**src/rtl/rgb_frame_reader.sv**
```systemverilog
// rgb_frame_reader
// Reads the R, G and B frame memories in raster order once the demosaic
// engine has filled them and emits one packed RGB pixel per valid/ready beat.
// Border pixels, which the demosaic engine never writes, are handled per
// BORDER_MODE: 0 = raw memory, 1 = forced to black, 2 = coordinate clamped
// into the interior.
//
// Ports:
//   clk, reset         clock, asynchronous active-high reset
//   start              one-cycle frame request (accepted in IDLE/DONE only)
//   addr_r/g/b         registered memory read address {y,x}
//   rdata_r/g/b        combinational memory read data for the held address
//   out_valid/ready    output stream handshake
//   out_data           {R,G,B}
//   out_sof/eol/eof    start of frame, end of line, end of frame qualifiers
//   busy, done         frame in progress / frame fully delivered
module rgb_frame_reader #(
    parameter int IMG_W       = 128,
    parameter int IMG_H       = 128,
    parameter int BORDER_MODE = 0
) (
    input  logic        clk,
    input  logic        reset,
    input  logic        start,
    output logic [13:0] addr_r,
    input  logic [7:0]  rdata_r,
    output logic [13:0] addr_g,
    input  logic [7:0]  rdata_g,
    output logic [13:0] addr_b,
    input  logic [7:0]  rdata_b,
    output logic        out_valid,
    input  logic        out_ready,
    output logic [23:0] out_data,
    output logic        out_sof,
    output logic        out_eol,
    output logic        out_eof,
    output logic        busy,
    output logic        done
);

    localparam logic [6:0] X_LAST = 7'(IMG_W - 1);
    localparam logic [6:0] Y_LAST = 7'(IMG_H - 1);

    typedef enum logic [1:0] {
        ST_IDLE   = 2'd0,
        ST_STREAM = 2'd1,
        ST_DRAIN  = 2'd2,
        ST_DONE   = 2'd3
    } state_t;

    state_t      state_q, state_d;
    logic [6:0]  fx_q, fx_d;
    logic [6:0]  fy_q, fy_d;
    logic [13:0] addr_q, addr_d;
    logic [23:0] data_q, data_d;
    logic        valid_q, valid_d;
    logic        sof_q, sof_d;
    logic        eol_q, eol_d;
    logic        eof_q, eof_d;
    logic        busy_q, busy_d;
    logic        done_q, done_d;

    logic        load_s;
    logic        border_s;
    logic        last_s;

    // Memory address for a logical pixel; mode 2 clamps into the interior so
    // border pixels replicate their nearest written neighbour.
    function automatic logic [13:0] fetch_addr(input logic [6:0] x, input logic [6:0] y);
        logic [6:0] ax;
        logic [6:0] ay;
        ax = x;
        ay = y;
        if (BORDER_MODE == 2) begin
            if (x < 7'd1) begin
                ax = 7'd1;
            end else if (x > X_LAST - 7'd1) begin
                ax = X_LAST - 7'd1;
            end else begin
                ax = x;
            end
            if (y < 7'd1) begin
                ay = 7'd1;
            end else if (y > Y_LAST - 7'd1) begin
                ay = Y_LAST - 7'd1;
            end else begin
                ay = y;
            end
        end else begin
            ax = x;
            ay = y;
        end
        return {ay, ax};
    endfunction

    // Output register may be refilled whenever it is empty or being drained.
    assign load_s   = !valid_q || out_ready;
    assign border_s = (fx_q == 7'd0) || (fx_q == X_LAST) || (fy_q == 7'd0) || (fy_q == Y_LAST);
    assign last_s   = (fx_q == X_LAST) && (fy_q == Y_LAST);

    // Next-state logic for the frame sequencer, pointer and output register.
    always_comb begin
        state_d = state_q;
        fx_d    = fx_q;
        fy_d    = fy_q;
        addr_d  = addr_q;
        data_d  = data_q;
        valid_d = valid_q;
        sof_d   = sof_q;
        eol_d   = eol_q;
        eof_d   = eof_q;
        busy_d  = busy_q;
        done_d  = done_q;
        case (state_q)
            ST_IDLE, ST_DONE: begin
                if (start) begin
                    state_d = ST_STREAM;
                    busy_d  = 1'b1;
                    done_d  = 1'b0;
                    fx_d    = 7'd0;
                    fy_d    = 7'd0;
                    addr_d  = fetch_addr(7'd0, 7'd0);
                end else begin
                    state_d = state_q;
                end
            end
            ST_STREAM: begin
                if (load_s) begin
                    if ((BORDER_MODE == 1) && border_s) begin
                        data_d = 24'h000000;
                    end else begin
                        data_d = {rdata_r, rdata_g, rdata_b};
                    end
                    valid_d = 1'b1;
                    sof_d   = (fx_q == 7'd0) && (fy_q == 7'd0);
                    eol_d   = (fx_q == X_LAST);
                    eof_d   = last_s;
                    // The pointer parks on the final pixel; DRAIN only waits
                    // for the sink to take it.
                    if (last_s) begin
                        state_d = ST_DRAIN;
                    end else if (fx_q == X_LAST) begin
                        fx_d   = 7'd0;
                        fy_d   = fy_q + 7'd1;
                        addr_d = fetch_addr(7'd0, fy_q + 7'd1);
                    end else begin
                        fx_d   = fx_q + 7'd1;
                        addr_d = fetch_addr(fx_q + 7'd1, fy_q);
                    end
                end else begin
                    state_d = ST_STREAM;
                end
            end
            ST_DRAIN: begin
                if (valid_q && out_ready) begin
                    valid_d = 1'b0;
                    busy_d  = 1'b0;
                    done_d  = 1'b1;
                    state_d = ST_DONE;
                end else begin
                    state_d = ST_DRAIN;
                end
            end
            default: begin
                state_d = ST_IDLE;
            end
        endcase
    end

    // State and output registers with asynchronous reset.
    always_ff @(posedge clk or posedge reset) begin
        if (reset) begin
            state_q <= ST_IDLE;
            fx_q    <= 7'd0;
            fy_q    <= 7'd0;
            addr_q  <= 14'd0;
            data_q  <= 24'h000000;
            valid_q <= 1'b0;
            sof_q   <= 1'b0;
            eol_q   <= 1'b0;
            eof_q   <= 1'b0;
            busy_q  <= 1'b0;
            done_q  <= 1'b0;
        end else begin
            state_q <= state_d;
            fx_q    <= fx_d;
            fy_q    <= fy_d;
            addr_q  <= addr_d;
            data_q  <= data_d;
            valid_q <= valid_d;
            sof_q   <= sof_d;
            eol_q   <= eol_d;
            eof_q   <= eof_d;
            busy_q  <= busy_d;
            done_q  <= done_d;
        end
    end

    assign addr_r    = addr_q;
    assign addr_g    = addr_q;
    assign addr_b    = addr_q;
    assign out_data  = data_q;
    assign out_valid = valid_q;
    assign out_sof   = sof_q;
    assign out_eol   = eol_q;
    assign out_eof   = eof_q;
    assign busy      = busy_q;
    assign done      = done_q;

endmodule

```
**config.mk**
```make
export PLATFORM = sky130hd
export DESIGN_NAME = rgb_frame_reader
export DESIGN_NICKNAME = d
export VERILOG_FILES = /design/src/rtl/rgb_frame_reader.sv
export SDC_FILE = /design/constraint.sdc
export NUM_CORES = 1
export LEC_CHECK = 0
export CORE_UTILIZATION = 45
export CTS_BUF_LIST = sky130_fd_sc_hd__clkbuf_4 sky130_fd_sc_hd__clkbuf_8 sky130_fd_sc_hd__clkbuf_16
export DETAILED_ROUTE_END_ITERATION = 6
export PLACE_DENSITY = 0.92
export RECOVER_POWER = 50
export SLEW_MARGIN = 10
export SYNTH_ARGS = -nofsm -noshare
export SYNTH_HDL_FRONTEND = slang
export SYNTH_SLANG_ARGS = --single-unit
```
**constraint.sdc**
```tcl
create_clock -name clk -period 4.75 [get_ports clk]
set_input_delay 0.475 -clock clk [delete_from_list [all_inputs] [get_ports clk]]
set_output_delay 0.475 -clock clk [all_outputs]
set_load 0.01 [all_outputs]
```
==> results of run 1 <==
[cells by family (layout without fill, tap and decap cells)]
family,Yosys count,in the layout,synth area share [%]
xor gates and xnor gates,5,5,1.627
and+or+nand+nor,67,67,13.06
buffers and inverters,48,117,10.83
DFF,53,53,49.28
AOI/OAI and AO/OA,48,48,11.62
adders and majority gates,6,6,2.789
muxes,26,26,10.79
[registers in the layout (all words and copies together), names as in the netlist]
signal     flops
state_q        2
fx_q           6
fy_q           7
out_sof        1
addr_b         8
out_eof        1
out_data      24
out_valid      1
out_eol        1
done           1
busy           1
[through the flow]
step	area [µm²]	setup WS [ns]
after floorplan	2691	2.804
after global placement	3522	2.041
after detailed placement	3522	1.904
after CTS	3616	1.898
after global routing	3616	1.552
final	3616	1.857
[path summary, 6_finish.rpt]
check / depth (start not counted) / startpoint / end
worst max-delay path: 6 / state_q[1]$_DFFE_PP0P_ / fx_q[4]$_DFFE_PP0P_
worst min-delay path: 2 / out_eol$_DFFE_PP0P_ / out_eol$_DFFE_PP0P_
worst max register to register: 6 / state_q[1]$_DFFE_PP0P_ / fx_q[4]$_DFFE_PP0P_
worst min register to register: 2 / out_eol$_DFFE_PP0P_ / out_eol$_DFFE_PP0P_
max in group asynchronous: 2 / reset / out_data[12]$_DFFE_PP0P_
min in group asynchronous: 2 / reset / out_data[0]$_DFFE_PP0P_
[report_power, final]
| group | leakage (nW) | total, W | internal (W) | switching, W |
|---|---|---|---|---|
| combinational | 0.831 | 0.000868 | 0.000450 | 0.000418 |
| clock | 0.0447 | 0.000262 | 0.000107 | 0.000156 |
| sequential | 0.666 | 0.000683 | 0.000594 | 0.0000890 |
| total | 1.54 | 0.00181 | 0.00115 | 0.000662 |
[layer usage]
| metal | GRT usage (%) | routed length [µm] |
|---|---|---|
| met2 | 31.21 | 2757 |
| met1 | 22.26 | 2176 |
| met5 | 0 | 0 |
| met4 | 6.545 | 70 |
| met3 | 6.092 | 469 |
[worst reg2reg max path, delay by kind of cell, from the launching register on]
family / cells / cell delay, ns
compound gates: 3 / 1.23
flops: 1 / 0.39
simple gates: 1 / 0.38
buf+inv: 1 / 0.08
fa+ha+maj: 1 / 0.75
[cells in the mapped netlist, types with 3 or more instances]
| cell | number |
|---|---|
| dfrtp_1 | 53 |
| buf_4 | 29 |
| nand2_1 | 25 |
| mux2_2 | 24 |
| o21ai_0 | 15 |
| a21oi_1 | 14 |
| nand3_1 | 10 |
| nor2_1 | 10 |
| inv_1 | 9 |
| clkbuf_1 | 8 |
| ha_1 | 6 |
| or3_1 | 3 |
| xnor2_1 | 3 |
[cell type report]
| class | count | area share (%) |
|---|---|---|
| Clock inverter | 3 | 0.6920 |
| Sequential cell | 53 | 36.68 |
| Timing Repair Buffer | 100 | 27.61 |
| Clock buffer | 5 | 1.903 |
| Tap cell | 72 | 2.491 |
| Inverter | 9 | 0.9343 |
| Multi-Input combinational cell | 152 | 29.69 |
==> results.sh, run 1 <==
export IMPL_worstSetupPathType="reg -> reg"
export IMPL_ys_seq_area_share_pct=49.28
export IMPL_timing_clock_skew_ns=0.007377
export IMPL_synth_async_reset_ratio_pct=100.0
export IMPL_holdCritPathClass="reg -> reg"
export IMPL_slowest_stage="ha_1"
export IMPL_path_delay_family="compound AO/OA/AOI/OAI gates"
export IMPL_fin_crit_sh_pct=60.91
export IMPL_drt_pass1_iter_count=4
export IMPL_globalRouteOverflowTotal=0
export IMPL_grt_max_degree=54
export IMPL_hold_worst_slack_ns=0.4829
export IMPL_area_delta_synth_final_pct=34.36
export IMPL_clockBufferDepth=2
export IMPL_ios=100
export IMPL_synth_top_cell_area_share_pct=49.28
export IMPL_final_hold_violation_count=0
export IMPL_failed_checks="max-capacitance violations, max-slew violations"
export IMPL_timing_worst_slew_pin_value_ns=1.876
export IMPL_cts_sinks=53
export IMPL_drt_initial_drc_count=160
export IMPL_place_inst=386
export IMPL_finish_utilization_pct=64.09
export IMPL_die_height_um=79.34
export IMPL_layout_drive_gt1_share_pct=11.80
export IMPL_route_detailed_vias_per_inst=5.345
export IMPL_syn_avg_cell_area_um2=10.64
export IMPL_reg2reg_slack_ns=1.86
export IMPL_post_layout_instance_count_excluding_filler_cells=394
export IMPL_ir_worst_vdd_mv=0.3006
export IMPL_detailed_place_hpwl_um=4037
export IMPL_floorplan_initialDensity_pct=47.70
export IMPL_cp_num_buf_inv=1
export IMPL_setup_violations=0
export IMPL_gp_congestion=0.8794
export IMPL_cts_post_setup_buffers_inserted=0
export IMPL_routed_wirelength_um=5474
export IMPL_number_of_flops_mapped_to_enable_cells_by_yosys=0
export IMPL_req_time_crit_path_ns=4.99
export IMPL_power_leakage_nw=1.542
export IMPL_worst_setup_path_start_kind="flop"
export IMPL_cts_buffers=5
export IMPL_antenna_violations_before_repair=0
export IMPL_most_common_layout_cells="65 x clkdlybuf4s50_1, 53 x dfrtp_1, 34 x dlygate4sd3_1"
export IMPL_yosys_top_cells_area="dfrtp_1 49%, mux2_2 10%, buf_4 8.1%"
export IMPL_max_slew_margin_pct=-25.21
export IMPL_synth_nets=287
export IMPL_layout_cells_most_common="clkdlybuf4s50_1"
export IMPL_num_antenna_cells=0
export IMPL_dieArea_um2=6294
export IMPL_worstSkewPairLatency_ns=0.31
export IMPL_global_route_usage_total_pct=18.60
export IMPL_setup_worst_path_end_class="flop"
export IMPL_drv_slew=54
export IMPL_worstPathCellList="inv_1 -> ha_1 -> o211ai_1 -> a31o_2 -> or3_1 -> a21oi_1"
export IMPL_cp_arrival_ns=3.13
export IMPL_tritoncts="built"
export IMPL_cts_htree_levels=2
export IMPL_outcome="finished, violations left"
export IMPL_worst_path_max_fanout=30
export IMPL_cts_root_buffer_cell="clkbuf_8"
export IMPL_fmax_ghz=0.3456
export IMPL_mappedNetlistArea_um2=2691
export IMPL_route_detailed_drc=0
export IMPL_core_area_um2=5642
export IMPL_fin_setup_tns_ns=0
export IMPL_dieWidth_um=79.34
export IMPL_first_global_vias=2079
export IMPL_area_occupied_by_registers_um2=1326
export IMPL_synthCells=253
export IMPL_report_power_total_w=0.001813
export IMPL_synth_lib_cells_used_distinct=42
export IMPL_post_synth_top_area_cell="dfrtp_1"
export IMPL_power_density_nw_per_um2=501.4
export IMPL_yosys_warnings=0
export IMPL_drv_cap=1
export IMPL_grt_pass1_wl_um=9183
export IMPL_number_of_buffer_cells_added_on_primary_ports=99
export IMPL_vias=2106
export IMPL_slowest_delay_ns=0.75
export IMPL_rsz0062_at_grt="false"
export IMPL_yosys_register_bits=53
export IMPL_finish_net_count=355
export IMPL_rows=27
export IMPL_post_cts_resized_instances=0
export IMPL_min_period_ns=2.893
export IMPL_wl_per_cell_um=13.89
export IMPL_drtAntennaViolNets=0
export IMPL_cts_hold_buffers_added=0
export IMPL_cts_reportedPaths_clkPinSlew_ns=0.10
export IMPL_dominantRegCellSynth="dfrtp_1"
export IMPL_area_used_by_multi_input_combinational_logic_um2=1074
export IMPL_nFillCells=436
No activity file was read; power rests on OpenSTA's default activity.
==> inputs of run 2 (changes only) <==
CORE_UTILIZATION = 40   (was 45)
PLACE_DENSITY = 0.87   (was 0.92)
clock period = 2.3 ns   (was 4.75 ns; I/O delays follow)
==> results.sh, run 2 (same netlist as run 1, synthesis figures left out) <==
export IMPL_power_switching_w=0.001370
export IMPL_die_height_um=84.03
export IMPL_outcome="finished, violations left"
export IMPL_timing_clock_skew_ns=0.005390
export IMPL_internal_power_w=0.002443
export IMPL_route_detailed_drc=14
export IMPL_share_seq_of_total_power_pct=36.6
export IMPL_hold_worst_slack_ns=0.4979
export IMPL_ios=100
export IMPL_drtAntennaViolNets=0
export IMPL_hold_end="out_sof$_DFFE_PP0P_"
export IMPL_dieWidth_um=84.03
export IMPL_finish_net_count=361
export IMPL_timing_final_ws_setup_ns=0.2395
export IMPL_cts_buffers=5
export IMPL_r2r_start="fx_q[0]$_DFFE_PP0P_"
export IMPL_routed_wirelength_um=5787
export IMPL_ir_worst_vdd_mv=0.5844
export IMPL_stdcell_area_um2=3666
export IMPL_drt_initial_drc_count=178
export IMPL_cts_htree_levels=2
export IMPL_tritoncts="built"
export IMPL_cts_post_setup_buffers_inserted=0
export IMPL_layout_drive_gt1_share_pct=13.41
export IMPL_grt_pass1_wl_um=9977
export IMPL_setup_worst_path_end_class="flop"
export IMPL_timing_worst_slew_pin_value_ns=0.9314
export IMPL_cts_reportedPaths_clkPinSlew_ns=0.09
export IMPL_setup_violations=0
export IMPL_number_of_buffer_cells_added_on_primary_ports=99
export IMPL_dp_worst_setup_slack_ns=0.2013
export IMPL_drt_pass1_iter_count=7
export IMPL_switching_share_pct=35.93
export IMPL_holdCritPathClass="reg -> reg"
export IMPL_req_time_crit_path_ns=2.49
export IMPL_detailed_place_area_um2=3586
export IMPL_vias=2143
export IMPL_timing_rr_end="fy_q[4]$_DFFE_PP0P_"
export IMPL_clockBufferDepth=2
export IMPL_largest_register_ff_count=24
export IMPL_cts_hold_buffers_added=0
export IMPL_fin_crit_sh_pct=89.59
export IMPL_worstSetupPathType="reg -> reg"
export IMPL_clkPwrFrac_pct=13.7
export IMPL_global_route_usage_total_pct=17.51
export IMPL_cts_root_buffer_cell="clkbuf_8"
export IMPL_post_cts_resized_instances=0
export IMPL_detailed_place_hpwl_um=4299
export IMPL_antenna_violations_before_repair=0
export IMPL_min_period_ns=2.061
export IMPL_floorplan_initialDensity_pct=41.91
export IMPL_grt_max_degree=30
export IMPL_dieArea_um2=7060
export IMPL_area_delta_synth_final_pct=36.22
export IMPL_rsz0062_at_grt="false"
export IMPL_most_common_layout_cells="65 x clkdlybuf4s50_1, 53 x dfrtp_1, 34 x dlygate4sd3_1"
export IMPL_place_inst=397
export IMPL_p_comb_share_pct=49.8
export IMPL_fmax_ghz=0.4853
export IMPL_worst_path_max_fanout=7
export IMPL_final_hold_violation_count=0
export IMPL_cts_sinks=53
export IMPL_nFillCells=562
export IMPL_max_slew_margin_pct=37.84
export IMPL_post_layout_instance_count_excluding_filler_cells=405
export IMPL_layout_cells_most_common="clkdlybuf4s50_1"
export IMPL_cp_arrival_ns=2.25
export IMPL_worst_setup_path_start_kind="flop"
export IMPL_wl_per_cell_um=14.29
export IMPL_core_area_um2=6422
export IMPL_failed_checks="design-rule violations"
export IMPL_drv_cap=0
export IMPL_worstSkewPairLatency_ns=0.30
export IMPL_first_global_vias=2146
export IMPL_power_density_nw_per_um2=1040
export IMPL_power_leakage_nw=1.584
export IMPL_hold_depth=2
export IMPL_fin_setup_tns_ns=0
export IMPL_rows=29
export IMPL_reg2reg_slack_ns=0.24
export IMPL_drv_slew=0
export IMPL_num_antenna_cells=0
export IMPL_gp_congestion=0.8223
export IMPL_ff2ff_path_depth=6
export IMPL_route_detailed_vias_per_inst=5.291
export IMPL_hold_path_startpoint="out_sof$_DFFE_PP0P_"
export IMPL_globalRouteOverflowTotal=0
-- run 2: changes by cell type in the layout (fill, tap and decap cells not counted), sizes merged --
cell      previous run  this run
buf                  1         6
clkbuf               5         7
clkinv               1         2
clkinvlp             1         0
inv                 10         9
-- run 2: worst max path at each step --
stage / from / to / slack, ns
after floorplan: fx_q[1]$_DFFE_PP0P_ / fy_q[5]$_DFFE_PP0P_ / 0.35
after global placement: fx_q[0]$_DFFE_PP0P_ / fy_q[5]$_DFFE_PP0P_ / 0.32
after detailed placement: fx_q[1]$_DFFE_PP0P_ / addr_b[8]$_DFFE_PP0P_ / 0.20
after CTS: fx_q[1]$_DFFE_PP0P_ / addr_b[8]$_DFFE_PP0P_ / 0.18
after global routing: fx_q[0]$_DFFE_PP0P_ / fx_q[4]$_DFFE_PP0P_ / 0.06
final: fx_q[0]$_DFFE_PP0P_ / fy_q[4]$_DFFE_PP0P_ / 0.24
-- run 2: final cells by class --
| class | instances | area, µm² | share of cell area [%] |
|---|---|---|---|
| Inverter | 9 | 33.78 | 0.9215 |
| Tap cell | 77 | 96.34 | 2.628 |
| Clock inverter | 2 | 10.01 | 0.2730 |
| Sequential cell | 53 | 1326 | 36.18 |
| Timing Repair Buffer | 106 | 1041 | 28.40 |
| Multi-Input combinational cell | 152 | 1082 | 29.52 |
| Clock buffer | 6 | 76.32 | 2.082 |
-- run 2: layer usage --
layer  GRT usage (%)  routed length, µm  vias to the layer above  share of wire (%)
met5               0                  0                        -                  0
met4           3.292                 44                        0               0.76
met3           4.847                353                        7                6.1
met2           30.40               2941                       85                 51
met1           21.90               2448                     1043                 42
li1                -                  -                     1008                  -
-- run 2: worst max-delay path: stages (launching register included) --
cell	delay (ns)
dfrtp_1	0.46
ha_1	0.26
nand3_2	0.16
or2_1	0.37
a21o_1	0.22
o211a_1	0.22
a221o_1	0.26
-- run 2: per-stage QoR --
stage	total power [W]	utilization, %
after floorplan	0.002519	-
after global placement	0.003358	55.83
after detailed placement	0.003430	55.83
after CTS	0.003970	57.18
after global routing	0.004087	57.08
final	0.003813	57.08
-- run 2: power groups by stage --
stage / Clock (W) / Sequential [W] / Combinational (W)
finish: 0.000521 / 0.00139 / 0.00190
global route: 0.000574 / 0.00144 / 0.00207
CTS: 0.000547 / 0.00141 / 0.00201
detailed placement: 0 / 0.00143 / 0.00200
global placement: 0 / 0.00141 / 0.00195
floorplan: 0 / 0.00155 / 0.000973
==> inputs of run 3 (changes only) <==
GPL_ROUTABILITY_DRIVEN = 0   (was unset)
==> results.sh, run 3 (same netlist as run 1, synthesis figures left out) <==
export IMPL_area_delta_synth_final_pct=37.47
export IMPL_drt_initial_drc_count=201
export IMPL_rsz0062_at_grt="false"
export IMPL_largest_register_ff_count=24
export IMPL_slowest_stage="dfrtp_1"
export IMPL_dieWidth_um=84.03
export IMPL_cts_sinks=53
export IMPL_report_power_total_w=0.003968
export IMPL_worst_path_max_fanout=7
export IMPL_route_detailed_vias_per_inst=5.281
export IMPL_timing_worst_slew_pin_value_ns=0.8451
export IMPL_nFillCells=535
export IMPL_antenna_violations_before_repair=0
export IMPL_layout_drive_gt1_share_pct=13.41
export IMPL_fmax_ghz=0.4678
export IMPL_dieArea_um2=7060
export IMPL_max_slew_margin_pct=43.66
export IMPL_cts_htree_levels=2
export IMPL_setup_worst_path_end_class="flop"
export IMPL_number_of_buffer_cells_added_on_primary_ports=99
export IMPL_cts_buffers=5
export IMPL_ir_worst_vdd_mv=0.6462
export IMPL_slowest_delay_ns=0.46
export IMPL_ff2ff_path_depth=6
export IMPL_global_route_usage_total_pct=17.12
export IMPL_power_leakage_nw=1.598
export IMPL_cp_arrival_ns=2.34
export IMPL_outcome="finished, violations left"
export IMPL_fin_setup_tns_ns=0
export IMPL_route_detailed_drc=14
export IMPL_layout_cells_most_common="clkdlybuf4s50_1"
export IMPL_routed_wirelength_um=5733
export IMPL_core_area_um2=6422
export IMPL_worstSetupPathType="reg -> reg"
export IMPL_finish_net_count=361
export IMPL_drv_cap=0
export IMPL_grt_pass1_wl_um=9770
export IMPL_rows=29
export IMPL_die_height_um=84.03
export IMPL_post_cts_resized_instances=0
export IMPL_cts_reportedPaths_clkPinSlew_ns=0.10
export IMPL_req_time_crit_path_ns=2.50
export IMPL_timing_clock_skew_ns=0.01048
export IMPL_drt_pass1_iter_count=7
export IMPL_detailed_place_hpwl_um=4262
export IMPL_worstSkewPairLatency_ns=0.31
export IMPL_wl_per_cell_um=14.16
export IMPL_cts_root_buffer_cell="clkbuf_8"
export IMPL_num_antenna_cells=0
export IMPL_r2r_start="fx_q[0]$_DFFE_PP0P_"
export IMPL_fin_crit_sh_pct=92.94
export IMPL_worstPathCellList="ha_1 -> nand3_2 -> or2_0 -> a21o_1 -> o211a_1 -> a221o_1"
export IMPL_area_occupied_by_registers_um2=1326
export IMPL_finish_utilization_pct=57.61
export IMPL_drv_slew=0
export IMPL_worst_setup_path_start_kind="flop"
export IMPL_power_density_nw_per_um2=1072
export IMPL_first_global_vias=2154
export IMPL_clockBufferDepth=2
export IMPL_area_used_by_multi_input_combinational_logic_um2=1082
export IMPL_tritoncts="built"
export IMPL_globalRouteOverflowTotal=0
export IMPL_most_common_layout_cells="65 x clkdlybuf4s50_1, 53 x dfrtp_1, 34 x dlygate4sd3_1"
export IMPL_cts_hold_buffers_added=0
export IMPL_ios=100
export IMPL_vias=2139
export IMPL_final_hold_violation_count=0
export IMPL_holdCritPathClass="in -> async"
export IMPL_crit_start="fx_q[0]$_DFFE_PP0P_"
export IMPL_setup_violations=0
export IMPL_min_period_ns=2.138
export IMPL_grt_max_degree=36
export IMPL_drtAntennaViolNets=0
export IMPL_floorplan_initialDensity_pct=41.91
export IMPL_cts_post_setup_buffers_inserted=0
export IMPL_failed_checks="design-rule violations"
[run 3: changes by cell type in the layout (fill, tap and decap cells not counted), sizes merged]
cell    before  now
bufinv       0    1
clkbuf       7    8
clkinv       2    0
[run 3: final timing paths]
check                      slack (ns)                  endpoint
max                              0.16       fy_q[5]$_DFFE_PP0P_
min                              0.48       out_eof$_DFFE_PP0P_
max reg2reg                      0.16       fy_q[5]$_DFFE_PP0P_
min reg2reg                      0.50       out_sof$_DFFE_PP0P_
max in group asynchronous        0.56  out_data[21]$_DFFE_PP0P_
min in group clk                 0.50       out_sof$_DFFE_PP0P_
[run 3: cell type report]
| type | count | share of cell area (%) |
|---|---|---|
| Sequential cell | 53 | 35.85 |
| Multi-Input combinational cell | 152 | 29.25 |
| Timing Repair Buffer | 106 | 28.14 |
| Tap cell | 77 | 2.604 |
| Clock buffer | 7 | 2.435 |
| Inverter | 9 | 0.9131 |
| Clock inverter | 1 | 0.8116 |
[run 3: worst max-delay path, delay by kind of cell (launching register included)]
family | cells | cell delay (ns)
adder cells (fa/ha/maj) | 1 | 0.27
AND/OR/NAND/NOR | 2 | 0.58
flip-flops | 1 | 0.46
AO/OA/AOI/OAI | 3 | 0.72
[run 3: power by group]
part	internal (W)	switching [W]
combinational	0.000992	0.000906
sequential	0.00123	0.000169
clock	0.000367	0.000307
[run 3: stage by stage]
step | cell area [µm²] | std cells | setup slack [ns] | hold slack (ns)
floorplan | 2691 | 253 | 0.3539 | 0.3805
CTS | 3706 | 405 | 0.1433 | 0.2707
finish | 3700 | 405 | 0.1625 | 0.4808
global placement | 3586 | 397 | 0.3075 | 0.4706
detailed placement | 3586 | 397 | 0.1715 | 0.4807
global route | 3700 | 405 | 0.02245 | 0.5167
[run 3: routing by layer]
layer  vias to the layer above  track usage [%]  share of wire, %
li1                       1004                -                 -
met1                      1034            20.85                42
met2                        92            28.69                49
met3                         9            5.143               7.3
met4                         0            6.113               1.4
met5                         -                0                 0
